--- src/rtl/seq_divider_if.sv ---
// seq_divider_if: start/operand/result bus of seq_divider; SEQ_DIVIDER_SIGNED_EN adds signed_op
interface seq_divider_if #(parameter int WIDTH = 32);
    logic             start;
    logic [WIDTH-1:0] dividend;
    logic [WIDTH-1:0] divisor;
    logic             busy;
    logic             done;
    logic [WIDTH-1:0] quotient;
    logic [WIDTH-1:0] remainder;
    logic             div_by_zero;
`ifdef SEQ_DIVIDER_SIGNED_EN
    logic             signed_op;
    modport master(output start, dividend, divisor, signed_op,
                   input busy, done, quotient, remainder, div_by_zero);
    modport slave(input start, dividend, divisor, signed_op,
                  output busy, done, quotient, remainder, div_by_zero);
`else
    modport master(output start, dividend, divisor,
                   input busy, done, quotient, remainder, div_by_zero);
    modport slave(input start, dividend, divisor,
                  output busy, done, quotient, remainder, div_by_zero);
`endif
endinterface

--- src/rtl/seq_divider.sv ---
// seq_divider: multi-cycle restoring divider, one quotient bit per cycle; SEQ_DIVIDER_SIGNED_EN enables signed_op
module seq_divider #(parameter int WIDTH = 32) (
    input logic clk,
    input logic reset,
    seq_divider_if.slave bus
);
    typedef enum logic [1:0] {IDLE, BUSY, DONE} state_t;
    localparam int CW = $clog2(WIDTH);
    state_t state, next;
    logic [CW-1:0] cnt;
    logic [WIDTH-1:0] q, r, d, a_mag, b_mag, res_q, res_r, fin_q, fin_r, q_hold, r_hold;
    logic [WIDTH:0] sh, trial;
    logic dz, dz_hold, accept, last;
    assign accept = state == IDLE && bus.start;
    assign last = cnt == CW'(WIDTH - 1);
    assign sh = {r, q[WIDTH-1]};
    assign trial = sh - {1'b0, d};
`ifdef SEQ_DIVIDER_SIGNED_EN
    logic neg_q, neg_r;
    assign a_mag = bus.signed_op && bus.dividend[WIDTH-1] ? -bus.dividend : bus.dividend;
    assign b_mag = bus.signed_op && bus.divisor[WIDTH-1] ? -bus.divisor : bus.divisor;
    assign res_q = neg_q ? -q : q;
    assign res_r = neg_r ? -r : r;
    // capture the result signs alongside the operands
    always_ff @(posedge clk) begin
        if (reset) begin
            neg_q <= 1'b0;
            neg_r <= 1'b0;
        end else if (accept) begin
            neg_q <= bus.signed_op & (bus.dividend[WIDTH-1] ^ bus.divisor[WIDTH-1]);
            neg_r <= bus.signed_op & bus.dividend[WIDTH-1];
        end
    end
`else
    assign a_mag = bus.dividend;
    assign b_mag = bus.divisor;
    assign res_q = q;
    assign res_r = r;
`endif
    assign fin_q = dz ? '1 : res_q;
    assign fin_r = dz ? r : res_r;
    assign bus.busy = state == BUSY;
    assign bus.done = state == DONE;
    assign bus.quotient = state == DONE ? fin_q : q_hold;
    assign bus.remainder = state == DONE ? fin_r : r_hold;
    assign bus.div_by_zero = state == DONE ? dz : dz_hold;
    // state register
    always_ff @(posedge clk) begin
        if (reset) state <= IDLE;
        else state <= next;
    end
    // next state: zero divisor skips iteration entirely
    always_comb begin
        next = IDLE;
        if (state == IDLE) next = bus.start ? (bus.divisor == '0 ? DONE : BUSY) : IDLE;
        else if (state == BUSY) next = last ? DONE : BUSY;
    end
    // operand latch, shift/trial-subtract step, and result holding
    always_ff @(posedge clk) begin
        if (reset) begin
            cnt <= '0;
            q <= '0;
            r <= '0;
            d <= '0;
            dz <= 1'b0;
            q_hold <= '0;
            r_hold <= '0;
            dz_hold <= 1'b0;
        end else begin
            if (accept) begin
                cnt <= '0;
                q <= a_mag;
                d <= b_mag;
                dz <= bus.divisor == '0;
                r <= bus.divisor == '0 ? bus.dividend : '0;
            end else if (state == BUSY) begin
                cnt <= cnt + 1'b1;
                q <= {q[WIDTH-2:0], ~trial[WIDTH]};
                r <= trial[WIDTH] ? sh[WIDTH-1:0] : trial[WIDTH-1:0];
            end
            if (state == DONE) begin
                q_hold <= fin_q;
                r_hold <= fin_r;
                dz_hold <= dz;
            end
        end
    end
endmodule

--- src/flat_wrapper.sv ---
// flat-port wrapper written by rule: the top's interface ports become plain ports
module seq_divider_flat 
#(parameter int WIDTH = 32)
  (clk, reset, bus_start, bus_dividend, bus_divisor, bus_busy, bus_done, bus_quotient, bus_remainder, bus_div_by_zero);
  seq_divider_if #(.WIDTH(WIDTH)) bus_i ();
  input logic clk;
  input logic reset;
  input wire logic [$bits(bus_i.start)-1:0] bus_start;
  input wire logic [$bits(bus_i.dividend)-1:0] bus_dividend;
  input wire logic [$bits(bus_i.divisor)-1:0] bus_divisor;
  output wire logic [$bits(bus_i.busy)-1:0] bus_busy;
  output wire logic [$bits(bus_i.done)-1:0] bus_done;
  output wire logic [$bits(bus_i.quotient)-1:0] bus_quotient;
  output wire logic [$bits(bus_i.remainder)-1:0] bus_remainder;
  output wire logic [$bits(bus_i.div_by_zero)-1:0] bus_div_by_zero;
  assign bus_i.start = bus_start;
  assign bus_i.dividend = bus_dividend;
  assign bus_i.divisor = bus_divisor;
  assign bus_busy = bus_i.busy;
  assign bus_done = bus_i.done;
  assign bus_quotient = bus_i.quotient;
  assign bus_remainder = bus_i.remainder;
  assign bus_div_by_zero = bus_i.div_by_zero;
  seq_divider #(.WIDTH(WIDTH)) u_core (.clk(clk), .reset(reset), .bus(bus_i));
endmodule
--- config.mk ---
export PLATFORM = sky130hd
export DESIGN_NAME = seq_divider_flat
export DESIGN_NICKNAME = d
export VERILOG_FILES = /design/src/rtl/seq_divider_if.sv /design/src/rtl/seq_divider.sv /design/src/flat_wrapper.sv
export SDC_FILE = /design/constraint.sdc
export NUM_CORES = 1
export LEC_CHECK = 0
export CORE_AREA = 2 2 160 123
export DETAILED_ROUTE_END_ITERATION = 6
export DIE_AREA = 0 0 162 125
export GPL_TIMING_DRIVEN = 0
export PLACE_DENSITY = 0.72
export SYNTH_ARGS = -nofsm -noshare
export SYNTH_HDL_FRONTEND = slang
export SYNTH_SLANG_ARGS = --single-unit
--- constraint.sdc ---
create_clock -name clk -period 3.46 [get_ports clk]
set_input_delay 0.692 -clock clk [delete_from_list [all_inputs] [get_ports clk]]
set_output_delay 0.692 -clock clk [all_outputs]
set_load 0.05 [all_outputs]
# Word-level counts from Yosys, hierarchy flattened
# Cells that the tools add are included.
[classes] div_mod_pow=0 multipliers=0 n_bitwise=1 n_eq_ne=3 order_cmp=0 n_reduce_logical=5 muxes=15 shift=0 addsub=2
[op_table] operator="2-to-1 mux 32 bit" n=9
[op_table] operator="subtractor 33 x 32 -> 33 bit" n=1
[op_table] operator="logical NOT 32 bit" n=1
[op_table] operator="2-to-1 mux 2 bit" n=5
[op_table] operator="adder 5 x 1 -> 5 bit, second input constant" n=1
[op_table] operator="== test 5 bit, second input constant" n=1
[op_table] operator="== test 2 x 1 -> 1 bit, second input constant" n=1
[op_table] operator="== test 2 bit, second input constant" n=1
[op_table] operator="logical NOT 2 bit" n=1
[op_table] operator="nonzero test 2 bit" n=1
[op_table] operator="OR reduction 2 bit" n=1
[op_table] operator="logical AND 1 bit" n=1
[op_table] operator="2-to-1 mux 1 bit" n=1
[op_table] operator="NOT 1 bit" n=1
[word_totals] word_cells=35 latchBits=0 out_inout_bits=67 mem_count=0 ram_bits=0 input_bits=67 rom_bits=0 regBits=169

# Logic depth before layout (Yosys ltp)
[logic_depth] depth_word=4 ltp_mapped=14 mapped_depth_nobuf=12

# Worst setup path after synthesis
# Ideal clock, no wire load.
[synth_timing] path_kind="flip-flop to flip-flop" startpoint="reg u_core.q[31]" endpoint="reg u_core.r[10], in the netlist u_core.fin_r[10]" period_less_slack_ps=2991 setup_time_ps=132 path_buffers=1 stages_incl_launch_ff=14 t_arrival_ps=2859 t_required_ps=3328 slack_ps=469 cell_sequence="dfxtp_1 > inv_1 > ha_1 > fa_1 > nand2b_1 > a21oi_2 > o211ai_1 > a21oi_2 > a31oi_4 > xnor2_4 > buf_8 > mux2_4 > a221oi_2 > nor3_1"
[synth_between] elab_chain_cells=4
[synth_lines] item="start, declared" line="seq_divider.sv:11" rtl="logic [WIDTH-1:0] q, r, d, a_mag, b_mag, res_q, res_r, fin_q, fin_r, q_hold, r_hold;"
[synth_lines] item="start signal, assigned" line="seq_divider.sv:72" rtl="q <= a_mag;"
[synth_lines] item="start signal, assigned" line="seq_divider.sv:78" rtl="q <= {q[WIDTH-2:0], ~trial[WIDTH]};"
[synth_lines] item="subtractor 33 x 32 -> 33 bit" line="seq_divider.sv:17" rtl="assign trial = sh - {1'b0, d};"
[synth_lines] item="2-to-1 mux 32 bit" line="seq_divider.sv:79" rtl="r <= trial[WIDTH] ? sh[WIDTH-1:0] : trial[WIDTH-1:0];"
[synth_lines] item="2-to-1 mux 32 bit" line="seq_divider.sv:76" rtl="end else if (state == BUSY) begin"
[synth_lines] item="2-to-1 mux 32 bit" line="seq_divider.sv:70" rtl="if (accept) begin"
[synth_lines] item="end signal, assigned" line="seq_divider.sv:75" rtl="r <= bus.divisor == '0 ? bus.dividend : '0;"
[synth_lines] item="end signal, assigned" line="seq_divider.sv:79"
[synth_lines] item="end, declared" line="seq_divider.sv:11"
# No other way between the ends. The select of a mux whose other input is x is not followed.
# A chain may end at the register's enable or synchronous reset.

# Worst setup path after layout
[layout_timing] startpoint="reg u_core.q[31]" endpoint="reg u_core.r[19], in the netlist u_core.fin_r[19]"
# The elaborated chain is that of the path after synthesis.

==> impl_metrics.py <==
metrics = {
    "clock_network": {
        "numCtsBuffers": 17,
        "cts.sinks": 169,
        "clk_pin_slew_worst_paths_ns": 0.07,
        "clk_latency_ns": 0.44,
        "tritoncts": "done",
        "clock-root-buffer": "clkbuf_16",
        "clk_path_buf_depth": 2,
        "htree_levels": 4,
    },
    "grt": {
        "grt_pass1_vias": 8357,
        "overflow": 0,
        "grt.total_usage": 0.2798,
        "grt_max_degree": 19,
        "grt_first_pass_wirelength_mm": 44.64,
        "grt_antenna_before_repair": 0,
    },
    "logic_synthesis": {
        "synth_cells": 1187,
        "ys.warnings.count": 0,
        "netlist_area_um2": 9160,
        "synth_cell_types": 61,
        "synth_seq_area_share": 0.3693,
        "avgSynthCellArea_um2": 7.717,
        "synth-seq-cells": 169,
        "synth_edf_count": 0,
        "ys_async_sr_fraction": 0,
        "synth-main-ff-cell": "dfxtp_1",
        "synth_nets": 1289,
    },
    "floorplan": {
        "io_pins": 134,
        "num_rows": 44,
        "fp.dieH_um": 125,
        "initial_core_util": 0.4865,
        "dieArea_um2": 20250,
        "fp.coreArea_um2": 18830,
        "die_w_um": 162,
    },
    "timing": {
        "period_share": 0.9629,
        "maxSlewViolCount": 0,
        "final-hold-violation-count": 0,
        "worst_slew_pin_slew_ns": 0.8392,
        "max_freq_mhz": 300.2,
        "clock_skew_ns": 0.01621,
        "period_needed_ns": 3.332,
        "whs_ns": 0.4553,
        "setup_viol": 0,
        "relSlewSlack": 0.4406,
    },
    "critical_path": {
        "path_max_fanout": 10,
        "reg2reg_depth": 14,
        "worstSetupPathType": "reg2reg",
        "worst_path_max_delay_cell": "fa_1",
        "worstPathArrival_ns": 3.62,
        "worst-r2r-setup-slack_ns": 0.13,
        "reg2reg_from": "u_core.q[31]",
        "r2r_end": "u_core.fin_r[19]",
        "crit_chain": "inv_1, ha_1, fa_1, nand2b_1, a21oi_2, o211ai_1, a21oi_2, a31oi_4, xnor2_4, buf_12, buf_12, mux2_4, a221oi_2, nor3_1",
        "slowest_delay_ns": 0.40,
        "crit_path_start_kind": "flop",
        "cp_data_required_time_ns": 3.75,
        "endpoint_kind": "flop",
    },
    "route": {
        "drc": 0,
        "vias": 9072,
        "vias_per_cell": 5.642,
        "totalWireLength_mm": 28.63,
        "avgRoutedWirePerCell_um": 17.81,
        "drtPass1Iterations": 5,
        "ant_nets": 0,
        "drt_iter0_markers": 973,
    },
    "finish": {
        "antenna_cells": 0,
        "drive_gt1_frac": 0.07749,
        "fill_cells": 1826,
        "nets": 1444,
        "synthToLayoutAreaGrowth_pct": 25.58,
    },
    "place": {
        "port_buffers": 133,
        "dp_hpwl_mm": 21.89,
        "place_congestion": 0.9178,
    },
    "min_path": {
        "hold_path.class": "reg2reg",
        "hp-start": "u_core.d[16]",
        "hold_path_depth": 2,
        "whs_endpoint": "u_core.d[16]",
    },
    "power": {
        "power_per_cell_area_nw_per_um2": 745.4,
        "power_mw": 8.575,
        "ir_drop_mv": 0.5103,
        "power.leakage_nw": 5.164,
    },
    "job": {
        "cap_violations": 0,
    },
    "status": {
        "status": "finished clean",
    },
}
==> how the worst max path moves through the flow <==
| stage | startpoint | end | slack, ns |
|---|---|---|---|
| floorplan | u_core.q[31] | u_core.fin_r[10] | 0.47 |
| global placement | bus_divisor[31] | u_core.fin_r[21] | -0.35 |
| detailed placement | bus_divisor[31] | u_core.fin_r[21] | -0.40 |
| CTS | u_core.state[0] | bus_remainder[11] | 0.02 |
| global route | bus_divisor[31] | u_core.fin_r[21] | -0.006 |
| finish | u_core.q[31] | u_core.fin_r[19] | 0.13 |
==> synthesized netlist by cell type, types with 3 or more instances <==
| cell type | instances | area share |
|---|---|---|
| nand2_1 | 245 | 0.10 |
| dfxtp_1 | 169 | 0.37 |
| nor2_1 | 90 | 0.037 |
| a21oi_1 | 76 | 0.042 |
| nor2b_1 | 72 | 0.049 |
| inv_1 | 68 | 0.028 |
| clkbuf_1 | 64 | 0.026 |
| o21ai_0 | 60 | 0.033 |
| a221oi_1 | 37 | 0.035 |
| ha_1 | 34 | 0.046 |
| o22ai_1 | 34 | 0.023 |
| nor3_1 | 22 | 0.012 |
| xor2_1 | 15 | 0.014 |
| a211oi_1 | 13 | 0.011 |
| xnor2_1 | 13 | 0.012 |
| nor4_1 | 12 | 0.0082 |
| and3_1 | 11 | 0.0075 |
| a21o_1 | 10 | 0.0082 |
| nand3_1 | 10 | 0.0055 |
| o211ai_1 | 10 | 0.0082 |
| a221oi_2 | 9 | 0.015 |
| mux2_2 | 8 | 0.0098 |
| nand4_1 | 8 | 0.0055 |
| a31oi_1 | 7 | 0.0048 |
| mux2_4 | 7 | 0.011 |
| nand2b_1 | 7 | 0.0048 |
| mux2i_1 | 6 | 0.0066 |
| o21ai_1 | 6 | 0.0033 |
| a21oi_2 | 5 | 0.0048 |
| buf_1 | 5 | 0.0020 |
| buf_6 | 5 | 0.0061 |
| a311oi_1 | 4 | 0.0038 |
| or3_1 | 4 | 0.0027 |
| a2111oi_0 | 3 | 0.0029 |
| buf_2 | 3 | 0.0016 |
| o21a_1 | 3 | 0.0025 |
==> layer usage <==
| layer | GRT usage | wire, um |
|---|---|---|
| met3 | 0.05906 | 2585 |
| met4 | 0.06559 | 266 |
| met2 | 0.4035 | 11770 |
| met1 | 0.4249 | 14010 |
| met5 | 0 | 0 |
==> cell usage in the layout (no fill, tap or decap), types with 9 or more instances in the layout <==
master             n
nand2_1          244
dfxtp_1          168
nor2_1            90
a21oi_1           76
nor2b_1           72
clkdlybuf4s50_1   70
inv_1             68
o21ai_0           60
clkbuf_1          57
a221oi_1          36
o22ai_1           34
ha_1              34
dlymetal6s2s_1    32
nor3_1            22
clkbuf_16         17
xor2_1            15
clkbuf_2          14
a211oi_1          13
xnor2_1           13
and3_1            11
nor4_1            11
dlygate4sd2_1     11
o211ai_1          10
nand3_1           10
a21o_1            10
a221oi_2           9
==> power breakdown <==
| part | leakage [nW] | internal, mW | total [mW] | switching (mW) |
|---|---|---|---|---|
| Sequential | 1.38 | 2.13 | 2.37 | 0.244 |
| Combinational | 3.51 | 2.01 | 4.32 | 2.31 |
| Clock | 0.273 | 0.962 | 1.89 | 0.924 |
| Total | 5.16 | 5.10 | 8.58 | 3.47 |
==> per-stage QoR <==
stage	cells	util	TNS [ns]	cell area [um2]	worst slack, ns
finish	1608	0.6110	0	11500	0.1284
CTS	1606	0.6051	0	11390	0.01932
global placement	1573	0.5740	-9.267	10810	-0.3514
detailed placement	1573	0.5740	-10.22	10810	-0.4041
floorplan	1187	-	0	9160	0.4694
global route	1608	0.6110	-0.008412	11500	-0.005521
==> cells by family after synthesis <==
group / after synthesis / synth area share
AOI/OAI and AO/OA: 297 / 0.2196
xor gates and xnor gates: 29 / 0.02978
adders and majority gates: 35 / 0.04863
buffers and inverters: 148 / 0.06638
DFF: 169 / 0.3693
muxes: 21 / 0.02787
and+or+nand+nor: 488 / 0.2384
==> flip-flops by register name, summed over array words and instances, names as in the netlist <==
register and cells:
u_core.d 32, u_core.fin_r 32, u_core.q 32, u_core.q_hold 32, u_core.r_hold 32, u_core.cnt 5
u_core.state 2, u_core.dz 1, u_core.dz_hold 1
==> worst max-delay path: cells and delay by family (launching register included) <==
| kind | cells | cell delay (ns) |
|---|---|---|
| adders and majority gates | 2 | 0.61 |
| buffers and inverters | 3 | 0.38 |
| and+or+nand+nor | 2 | 0.27 |
| xor gates and xnor gates | 1 | 0.20 |
| muxes | 1 | 0.31 |
| AOI/OAI and AO/OA | 5 | 1.05 |
| DFF | 1 | 0.35 |
==> area by class of cell <==
cell class	count	area, um2	area share
buffer	78	359.1	0.03122
clock buffer	18	429.2	0.03731
timing repair buffer	136	1405	0.1221
tap	253	316.6	0.02752
multi-input combinational	870	5195	0.4516
inverter	70	262.8	0.02284
clock inverter	14	151.4	0.01316
sequential	169	3385	0.2942
==> repair_timing <==
action                     in CTS  in global routing
hold buffers                    0                  0
setup endpoints to repair      81                 83
gates resized for setup        49                 65
pin swaps                       1                  4
buffers inserted                1                  2
(Power assumes the default switching activity.)
